$ cat src/rtl/ds1307_pkg.sv
// Shared constants, register indices, FSM states and BCD helper for the DS1307 target.
package ds1307_pkg;

  localparam logic [6:0] DS1307_ADDR = 7'h68;
  localparam int         CH_BIT      = 7;

  typedef enum logic [5:0] {
    REG_SEC   = 6'h00,
    REG_MIN   = 6'h01,
    REG_HOUR  = 6'h02,
    REG_DAY   = 6'h03,
    REG_DATE  = 6'h04,
    REG_MONTH = 6'h05,
    REG_YEAR  = 6'h06,
    REG_CTRL  = 6'h07,
    RAM_BASE  = 6'h08
  } reg_idx_e;

  typedef enum logic [3:0] {
    ST_IDLE,
    ST_ADDR,
    ST_ADDR_ACK,
    ST_PTR,
    ST_WR_DATA,
    ST_WR_ACK,
    ST_RD_DATA,
    ST_RD_ACK,
    ST_WAIT_STOP
  } state_e;

  // Modulo-60 BCD increment; returns {carry, tens[2:0], units[3:0]}.
  // A nibble that is already out of BCD range restarts at zero without carrying.
  function automatic logic [7:0] bcd_inc60(input logic [6:0] v);
    logic [3:0] lo;
    logic [2:0] hi;
    logic       c_lo;
    logic       c_hi;
    lo   = v[3:0];
    hi   = v[6:4];
    c_lo = 1'b0;
    c_hi = 1'b0;
    if (lo == 4'd9) begin
      lo   = 4'd0;
      c_lo = 1'b1;
    end else if (lo > 4'd9) begin
      lo = 4'd0;
    end else begin
      lo = lo + 4'd1;
    end
    if (c_lo) begin
      if (hi == 3'd5) begin
        hi   = 3'd0;
        c_hi = 1'b1;
      end else if (hi > 3'd5) begin
        hi = 3'd0;
      end else begin
        hi = hi + 3'd1;
      end
    end
    return {c_hi, hi, lo};
  endfunction

endpackage

$ cat src/rtl/i2c_line_sync.sv
// Synchronises raw SCL/SDA pins and derives SCL edges plus START/STOP conditions.
module i2c_line_sync (
  input  logic clk,
  input  logic rst_n,
  input  logic scl_i,
  input  logic sda_i,
  output logic sda,
  output logic scl_rise,
  output logic scl_fall,
  output logic start_det,
  output logic stop_det
);

  logic scl_m, scl_s, scl_h;
  logic sda_m, sda_s, sda_h;

  // Reset to the idle-bus level so leaving reset never looks like an edge.
  always_ff @(posedge clk or negedge rst_n) begin
    if (!rst_n) begin
      {scl_m, scl_s, scl_h} <= 3'b111;
      {sda_m, sda_s, sda_h} <= 3'b111;
    end else begin
      {scl_m, scl_s, scl_h} <= {scl_i, scl_m, scl_s};
      {sda_m, sda_s, sda_h} <= {sda_i, sda_m, sda_s};
    end
  end

  assign sda       = sda_s;
  assign scl_rise  = scl_s & ~scl_h;
  assign scl_fall  = ~scl_s & scl_h;
  assign start_det = scl_s & scl_h & sda_h & ~sda_s;
  assign stop_det  = scl_s & scl_h & ~sda_h & sda_s;

endmodule

$ cat src/rtl/ds1307_i2c_target.sv
// DS1307-compatible I2C responder: 64-byte register map, pointer/burst access,
// and seconds/minutes advanced by an external 1 Hz tick.
module ds1307_i2c_target
  import ds1307_pkg::*;
#(
  parameter logic [6:0] SLAVE_ADDR  = DS1307_ADDR,
  parameter int         HOLD_CYCLES = 8
) (
  input  logic       clk,
  input  logic       rst_n,
  input  logic       scl_i,
  input  logic       sda_i,
  output logic       sda_oe,
  input  logic       sec_tick,
  output logic       wr_stb,
  output logic [5:0] wr_addr,
  output logic [7:0] wr_dat,
  output logic       busy
);

  localparam logic [7:0] HOLD_INIT = 8'(HOLD_CYCLES);

  logic       sda, scl_rise, scl_fall, start_det, stop_det;
  state_e     state, state_nxt;
  logic [7:0] shift;
  logic [2:0] bit_cnt;
  logic       rw;
  logic [5:0] ptr, ptr_inc;
  logic [7:0] hold_cnt;
  logic       oe_target;
  logic [7:0] map [64];
  logic [7:0] byte_in, sec_inc, min_inc;
  logic       last_bit, map_we, tick_run;

  i2c_line_sync u_sync (
    .clk       (clk),
    .rst_n     (rst_n),
    .scl_i     (scl_i),
    .sda_i     (sda_i),
    .sda       (sda),
    .scl_rise  (scl_rise),
    .scl_fall  (scl_fall),
    .start_det (start_det),
    .stop_det  (stop_det)
  );

  assign byte_in  = {shift[6:0], sda};
  assign last_bit = scl_rise & (bit_cnt == 3'd7);
  assign ptr_inc  = ptr + 6'd1;
  assign map_we   = last_bit & (state == ST_WR_DATA);
  assign tick_run = sec_tick & ~map[REG_SEC][CH_BIT];
  assign sec_inc  = bcd_inc60(map[REG_SEC][6:0]);
  assign min_inc  = bcd_inc60(map[REG_MIN][6:0]);

  always_ff @(posedge clk or negedge rst_n) begin
    if (!rst_n) state <= ST_IDLE;
    else        state <= state_nxt;
  end

  always_comb begin
    state_nxt = state;
    if (stop_det) begin
      state_nxt = ST_IDLE;
    end else if (start_det) begin
      state_nxt = ST_ADDR;
    end else if (scl_rise) begin
      case (state)
        ST_ADDR:     if (last_bit) state_nxt = (byte_in[7:1] == SLAVE_ADDR) ? ST_ADDR_ACK : ST_WAIT_STOP;
        ST_ADDR_ACK: state_nxt = rw ? ST_RD_DATA : ST_PTR;
        ST_PTR,
        ST_WR_DATA:  if (last_bit) state_nxt = ST_WR_ACK;
        ST_WR_ACK:   state_nxt = ST_WR_DATA;
        ST_RD_DATA:  if (last_bit) state_nxt = ST_RD_ACK;
        ST_RD_ACK:   state_nxt = sda ? ST_WAIT_STOP : ST_RD_DATA;
        default:     state_nxt = state;
      endcase
    end
  end

  always_comb begin
    case (state)
      ST_ADDR_ACK, ST_WR_ACK: oe_target = 1'b1;
      ST_RD_DATA:             oe_target = ~shift[7];
      default:                oe_target = 1'b0;
    endcase
  end

  // SDA only moves once the hold window after an SCL fall has elapsed.
  always_ff @(posedge clk or negedge rst_n) begin
    if (!rst_n) begin
      hold_cnt <= '0;
      sda_oe   <= 1'b0;
    end else if (start_det || stop_det) begin
      hold_cnt <= '0;
      sda_oe   <= 1'b0;
    end else if (scl_fall) begin
      hold_cnt <= HOLD_INIT;
    end else if (hold_cnt != '0) begin
      hold_cnt <= hold_cnt - 8'd1;
      if (hold_cnt == 8'd1) sda_oe <= oe_target;
    end
  end

  always_ff @(posedge clk or negedge rst_n) begin
    if (!rst_n) begin
      shift   <= '0;
      bit_cnt <= '0;
      rw      <= 1'b0;
      ptr     <= '0;
      busy    <= 1'b0;
      wr_stb  <= 1'b0;
      wr_addr <= '0;
      wr_dat  <= '0;
    end else begin
      wr_stb <= 1'b0;
      if (start_det) begin
        bit_cnt <= '0;
      end else if (stop_det) begin
        bit_cnt <= '0;
        busy    <= 1'b0;
      end else if (scl_rise) begin
        case (state)
          ST_ADDR: begin
            shift   <= byte_in;
            bit_cnt <= bit_cnt + 3'd1;
            if (last_bit) begin
              rw   <= byte_in[0];
              busy <= (byte_in[7:1] == SLAVE_ADDR);
            end
          end
          ST_ADDR_ACK: if (rw) shift <= map[ptr];
          ST_PTR: begin
            shift   <= byte_in;
            bit_cnt <= bit_cnt + 3'd1;
            if (last_bit) ptr <= byte_in[5:0];
          end
          ST_WR_DATA: begin
            shift   <= byte_in;
            bit_cnt <= bit_cnt + 3'd1;
            if (last_bit) begin
              wr_stb  <= 1'b1;
              wr_addr <= ptr;
              wr_dat  <= byte_in;
              ptr     <= ptr_inc;
            end
          end
          ST_RD_DATA: begin
            shift   <= {shift[6:0], 1'b0};
            bit_cnt <= bit_cnt + 3'd1;
          end
          ST_RD_ACK: begin
            ptr <= ptr_inc;
            if (!sda) shift <= map[ptr_inc];
            else      busy  <= 1'b0;
          end
          default: ;
        endcase
      end
    end
  end

  // The I2C write is assigned last so it overrides a same-cycle tick update.
  always_ff @(posedge clk or negedge rst_n) begin
    if (!rst_n) begin
      for (int i = 0; i < 64; i++) map[i] <= '0;
    end else begin
      if (tick_run) begin
        map[REG_SEC] <= {map[REG_SEC][7], sec_inc[6:0]};
        if (sec_inc[7]) map[REG_MIN] <= {map[REG_MIN][7], min_inc[6:0]};
      end
      if (map_we) map[ptr] <= byte_in;
    end
  end

endmodule

$ cat config.mk
export PLATFORM = sky130hd
export DESIGN_NAME = ds1307_i2c_target
export DESIGN_NICKNAME = d
export VERILOG_FILES = /design/src/rtl/ds1307_pkg.sv /design/src/rtl/i2c_line_sync.sv /design/src/rtl/ds1307_i2c_target.sv
export SDC_FILE = /design/constraint.sdc
export NUM_CORES = 1
export LEC_CHECK = 0
export CAP_MARGIN = 10
export CORE_MARGIN = 2
export CORE_UTILIZATION = 50
export CTS_CLUSTER_SIZE = 14
export DETAILED_ROUTE_END_ITERATION = 8
export GPL_ROUTABILITY_DRIVEN = 0
export PLACE_DENSITY = 0.65
export SLEW_MARGIN = 20
export SYNTH_ARGS = -nofsm -noshare
export SYNTH_HDL_FRONTEND = slang
export SYNTH_SLANG_ARGS = --single-unit
$ cat constraint.sdc
create_clock -name clk -period 4.2 [get_ports clk]
set_clock_uncertainty 0.1 [all_clocks]
set_input_delay 0.84 -clock clk [delete_from_list [all_inputs] [get_ports clk]]
set_output_delay 0.84 -clock clk [all_outputs]
set_load 0.05 [all_outputs]
# After elaboration in Yosys (flattened, before gate mapping)
# Index checks and enable logic that the tools add are counted.
[totals]
register_bits = 565
latchBits = 0
ram_bits = 0
rom_bits = 0
input_bits = 5
n_memories = 0
[op_classes]
n_addsub = 7
n_mul = 0
n_div = 0
n_lt_le_gt_ge = 7
n_eq_ne = 24
shift = 0
mux = 64
bitwise = 20
reduce_logical = 25
[op_table]
columns = ["operator", "count"]
rows = [
  ["bitwise mux 512 bit", 1],
  ["two-way mux 512 bit", 1],
  ["binary-select mux 8 bit (select 6 bit)", 2],
  ["two-way mux 8 bit", 10],
  ["demux 8 bit (select 6 bit)", 1],
  ["two-way mux 4 bit", 12],
  ["two-way mux 3 bit", 11],
  ["one-hot mux 8 bit (4 select lines)", 1],
  ["one-hot mux 4 bit (6 select lines)", 1],
  ["AND reduction 5 bit", 4],
  ["one-hot mux 6 bit (3 select lines)", 1],
  ["two-way mux 1 bit", 17],
  ["== test 4 x 3 -> 1 bit (second input constant)", 4],
  ["nonzero test 8 bit", 2],
  ["two-way mux 15 bit", 1],
  ["nonzero test 3 bit", 5],
  [">= comparator 7 bit (second input constant)", 2],
  ["NOT 6 -> 7 bit", 2],
  ["two-way mux 6 bit", 2],
  ["inequality test 4 bit (second input constant)", 3],
  ["AND reduction 6 bit", 2],
  ["bitwise AND 1 bit", 10],
  ["adder 3 x 1 -> 3 bit (second input constant)", 3],
  ["== test 3 bit (second input constant)", 3],
  ["other kinds (27)", 46],
]

# Logic depth before layout (Yosys ltp)
[depth]
word_depth = 8
mapped_depth = 11
mapped_depth_nobuf = 8

# Hierarchy
# From an unflattened synthesis, not the netlist that was laid out.
[hier_totals]
hier_cells = 2456
area_unflattened_um2 = 30605.6
[modules_own_cells]
columns = ["module", "instances", "cells_per_inst", "area_per_inst_um2", "seq_area_each_um2"]
rows = [
  ["ds1307_i2c_target", 1, 2446, 30415.4, 13988.4],
  ["i2c_line_sync", 1, 10, 190.2, 157.7],
]

# Least setup slack after synthesis
# No wires, ideal clock.
[synth_path]
path_kind = "register -> register"
startpoint = "register ptr[1]"
endpoint = "register shift[4]"
t_arrival_ns = 2.612
setup_slack_ns = 1.367
stages_incl_launch_ff = 8
synth_period_minus_slack_ns = 2.833
path_cell_list = "dfrtp_1 ha_1 buf_4 buf_2 mux4_2 mux4_2 or2_1 a32o_1"
[synth_between]
elab_chain_len = 7
elab_cells_between_ends = 12
classes_between = "add/sub (1); mux (9); bitwise (2)"
[synth_rtl]
columns = ["item", "line", "rtl"]
rows = [
  ["from (decl)", "ds1307_i2c_target.sv:28", "logic [5:0] ptr, ptr_inc;"],
  ["from (signal assigned)", "ds1307_i2c_target.sv:135", "if (last_bit) ptr <= byte_in[5:0];"],
  ["from (signal assigned)", "ds1307_i2c_target.sv:144", "ptr <= ptr_inc;"],
  ["from (signal assigned)", "ds1307_i2c_target.sv:152", "ptr <= ptr_inc;"],
  ["adder 6 x 1 -> 6 bit", "ds1307_i2c_target.sv:49", "assign ptr_inc = ptr + 6'd1;"],
  ["NOT 6 -> 7 bit (implied by the code)", "ds1307_i2c_target.sv:153", "if (!sda) shift <= map[ptr_inc];"],
  ["binary-select mux 8 bit (select 6 bit)", "ds1307_i2c_target.sv:153", ""],
  ["two-way mux 8 bit (implied by the code) (2 in a row)", "ds1307_i2c_target.sv:153", ""],
  ["two-way mux 8 bit", "ds1307_i2c_target.sv:153", ""],
  ["one-hot mux 8 bit (4 select lines) (*)", "ds1307_i2c_target.sv:122", "case (state)"],
  ["to (signal assigned)", "ds1307_i2c_target.sv:124", "shift <= byte_in;"],
  ["to (signal assigned)", "ds1307_i2c_target.sv:131", "ST_ADDR_ACK: if (rw) shift <= map[ptr];"],
  ["to (signal assigned)", "ds1307_i2c_target.sv:153", ""],
  ["to (decl)", "ds1307_i2c_target.sv:25", "logic [7:0] shift;"],
]
# Every way passes the cells marked *; elsewhere a longest branch is shown, timed or not. The select of a mux whose other input is x is not followed.
# A chain may end at the register's enable or synchronous reset.

# Final worst setup path
[layout_path]
startpoint = "register ptr[1]"
endpoint = "register map[111] (netlist bit)"
[layout_between]
elab_chain_len = 6
elab_cells_between_ends = 7
classes_between = "order compare (2); mux (3); bitwise (1); reduce/logical (1)"
[layout_rtl]
columns = ["item", "line", "rtl"]
rows = [
  ["NOT 6 -> 7 bit (implied by the code) (*)", "ds1307_i2c_target.sv:171", "if (map_we) map[ptr] <= byte_in;"],
  [">= comparator 7 bit (implied by the code) or less-than comparator 7 x 1 -> 1 bit (tied branches)", "ds1307_i2c_target.sv:171", ""],
  ["logical AND 1 bit (implied by the code)", "ds1307_i2c_target.sv:171", ""],
  ["two-way mux 8 bit (implied by the code)", "ds1307_i2c_target.sv:171", ""],
  ["demux 8 bit (select 6 bit) (*)", "ds1307_i2c_target.sv:171", ""],
  ["bitwise mux 512 bit (*)", "ds1307_i2c_target.sv:171", ""],
  ["to (signal, indexed assignment)", "ds1307_i2c_target.sv:168", "map[REG_SEC] <= {map[REG_SEC][7], sec_inc[6:0]};"],
  ["to (signal, indexed assignment)", "ds1307_i2c_target.sv:169", "if (sec_inc[7]) map[REG_MIN] <= {map[REG_MIN][7], min_inc[6:0]};"],
  ["to (signal, indexed assignment)", "ds1307_i2c_target.sv:171", ""],
  ["to (decl)", "ds1307_i2c_target.sv:31", "logic [7:0] map [64];"],
]
# Every way passes the cells marked *; elsewhere a longest branch is shown, timed or not.

==> impl_metrics.yaml <==
run_status:
  status: "complete, no violations"
worst_setup_path:
  cp.required_ns: 4.64
  critical_path_class: "reg2reg"
  cp_max_fo: 39
  endpoint_kind: "flip-flop"
  startpoint_type: "flip-flop"
  crit_arrival_ns: 4.13
logic_synthesis:
  synth.most_common_cell: "dfrtp_1"
  ys_seq_area_share_pct: 45.8
  async_reset_ff_share_pct: 100
  synthDistinctLibCells: 84
  syn_inst: 2409
  ys_ff_latch: 565
  synthTopCellsByCount: "559 x dfrtp_1, 491 x mux2_2, 243 x nand2_1, 199 x mux4_2, 107 x o21ai_0"
  synthFlopType: "dfrtp_1"
  synth_nets: 2430
  avgSynthCellArea_um2: 12.8
  synth_area_mm2: 0.0309
  synth_area_leaders: "dfrtp_1 45%, mux2_2 18%, mux4_2 15%"
  synth_top_area_share_pct: 45.3
  yosys_warnings: 0
  synth_edf_count: 0
  netlist.top_cell.by_area: "dfrtp_1"
clocking:
  clock_path_buffers: 3
  cts_setup_buffers: 0
  hold_buffers: 0
  cts_tree: "done"
  cts.clk_slew.worst_paths_ns: 0.07
  htreeDepth: 2
  insertion_delay_ns: 0.67
  cts-buffers-inserted: 60
  cts_resized: 0
  cts_num_sinks: 565
  cts_root_buf: "clkbuf_16"
floorplan:
  start_util_pct: 50.3
  die_y_um: 252
  io_pins: 22
  coreArea_mm2: 0.0614
  die_area_mm2: 0.0638
  fp-row-count: 91
  fp.dieW_um: 252
sta:
  slew_headroom_pct: 15.8
  rsz0062_at_grt: "no"
  tightest_slew_ns: 1.26
  final_max_slew_viol_count: 0
  setup-tns-final_ns: 0
  period_needed_ns: 3.69
  setup_viol: 0
  fin_crit_sh_pct: 87.8
  max_freq_mhz: 271
  hold_viol: 0
placed_design:
  dp_hpwl_um: 65700
  place_inst: 3119
  portBuffers: 21
layout:
  final_layout_size_suffix_gt1_share_pct: 37.7
  fin_util_pct: 55.5
  fin_cells: 3227
  nNetsFinal: 2412
  syn2layout_area_growth_pct: 10.4
global_route:
  grt_max_degree: 109
  track_usage_pct: 31.6
  antenna_found_initial: 5
  grt_pass1_vias: 22350
  gr-total-overflow: 0
  grt_pass1_wl_um: 149000
route:
  final_antenna_net_count: 0
  drt-total-wl_um: 98700
  drtIter0Drc: 2664
  vias: 22315
  drt-pass1-iter-count: 9
  via_per_inst: 6.92
  drt_drc_violations_left: 0
  wire_per_inst_um: 30.6
power:
  vdd_ir_drop_max_mv: 0.413
  power-per-cell-area_mw_per_mm2: 375
  p_leak_uw: 0.0150
worst_hold_path:
  holdCritPathClass: "in2async"
flow_run:
  drv_cap: 0
cell type report:
class	count	area (µm²)
fillers	4954	27300
multi-input cells	1635	15800
flip-flops and latches	565	14200
clock buffers	80	1690
repair buffers	110	1050
well taps	790	988
clock inverters	26	274
inverters	19	71.3
diodes	2	5.00
path summary, 6_finish.rpt:
kind	slack (ns)	cells past startpoint	end	start
setup / recovery	0.51	5	map[111]	ptr[1]
hold / removal	0.16	1	map[502]	rst_n
setup reg to reg	0.51	5	map[111]	ptr[1]
hold reg to reg	0.26	0	u_sync.sda	u_sync.sda_m
max in group asynchronous	2.70	3	map[71]	rst_n
min in group clk	0.26	0	u_sync.sda	u_sync.sda_m
critical path, stage by stage (launching register included):
cell and delay, ns:
dfrtp_4 0.48, buf_4 0.53, nor3b_2 1.10, buf_4 0.38
nand2_1 0.48, mux2_2 0.46
where the power goes:
part           internal (µW)  switching [µW]
combinational            432            1190
sequential              5580             242
clock                   3050            2300
placed cells by master (no fill, tap or decap), drive strengths merged, types with 10 or more instances in the layout:
cell,Yosys,routed
a21oi,62,62
a221o,10,10
a221oi,37,37
a22oi,30,30
and3b,10,10
buf,88,90
clkbuf,102,80
clkdlybuf4s50,0,20
clkinv,2,23
dfrtp,559,559
ha,16,16
inv,17,17
mux2,493,493
mux2i,69,69
mux4,200,200
nand2,243,243
nand2b,19,19
nand3,25,25
nor2,79,79
nor3,13,13
o211ai,16,16
o21ai,108,108
o22ai,22,22
xnor2,11,11
metal layers:
metal / GRT usage (%) / vias to the layer above / part of all wire, %
met2: 47.0 / 1292 / 44
met1: 43.7 / 11563 / 40
met4: 15.5 / 4 / 5.6
li1: - / 9111 / -
met3: 7.45 / 345 / 10
met5: 0 / - / 0.026
kinds of logic after synthesis:
group,Yosys count,share of synthesized area [%]
buffers and inverters,209,3.14
adder cells (fa/ha/maj),16,0.648
AND/OR/NAND/NOR,460,6.86
multiplexers,762,34.8
AO/OA/AOI/OAI,380,8.21
XOR/XNOR,17,0.507
flip-flops,565,45.8
per-stage QoR:
step | setup slack, ns | area (µm²) | hold WS [ns] | power, µW
final | 0.514 | 34100 | 0.160 | 12800
after global routing | 0.360 | 34100 | 0.228 | 13200
after CTS | 0.637 | 34100 | 0.204 | 12800
after detailed placement | 0.673 | 32100 | 0.248 | 7500
after global placement | 0.735 | 32100 | 0.250 | 7450
after floorplan | 1.37 | 30900 | 0.245 | 6800
registers in the layout, indices dropped and copies added, names as in the netlist, 3 cells and up:
name      count
map         512
hold_cnt      8
shift         8
wr_dat        8
ptr           6
wr_addr       6
state         4
bit_cnt       3
No activity file was read; power rests on OpenSTA's default activity.
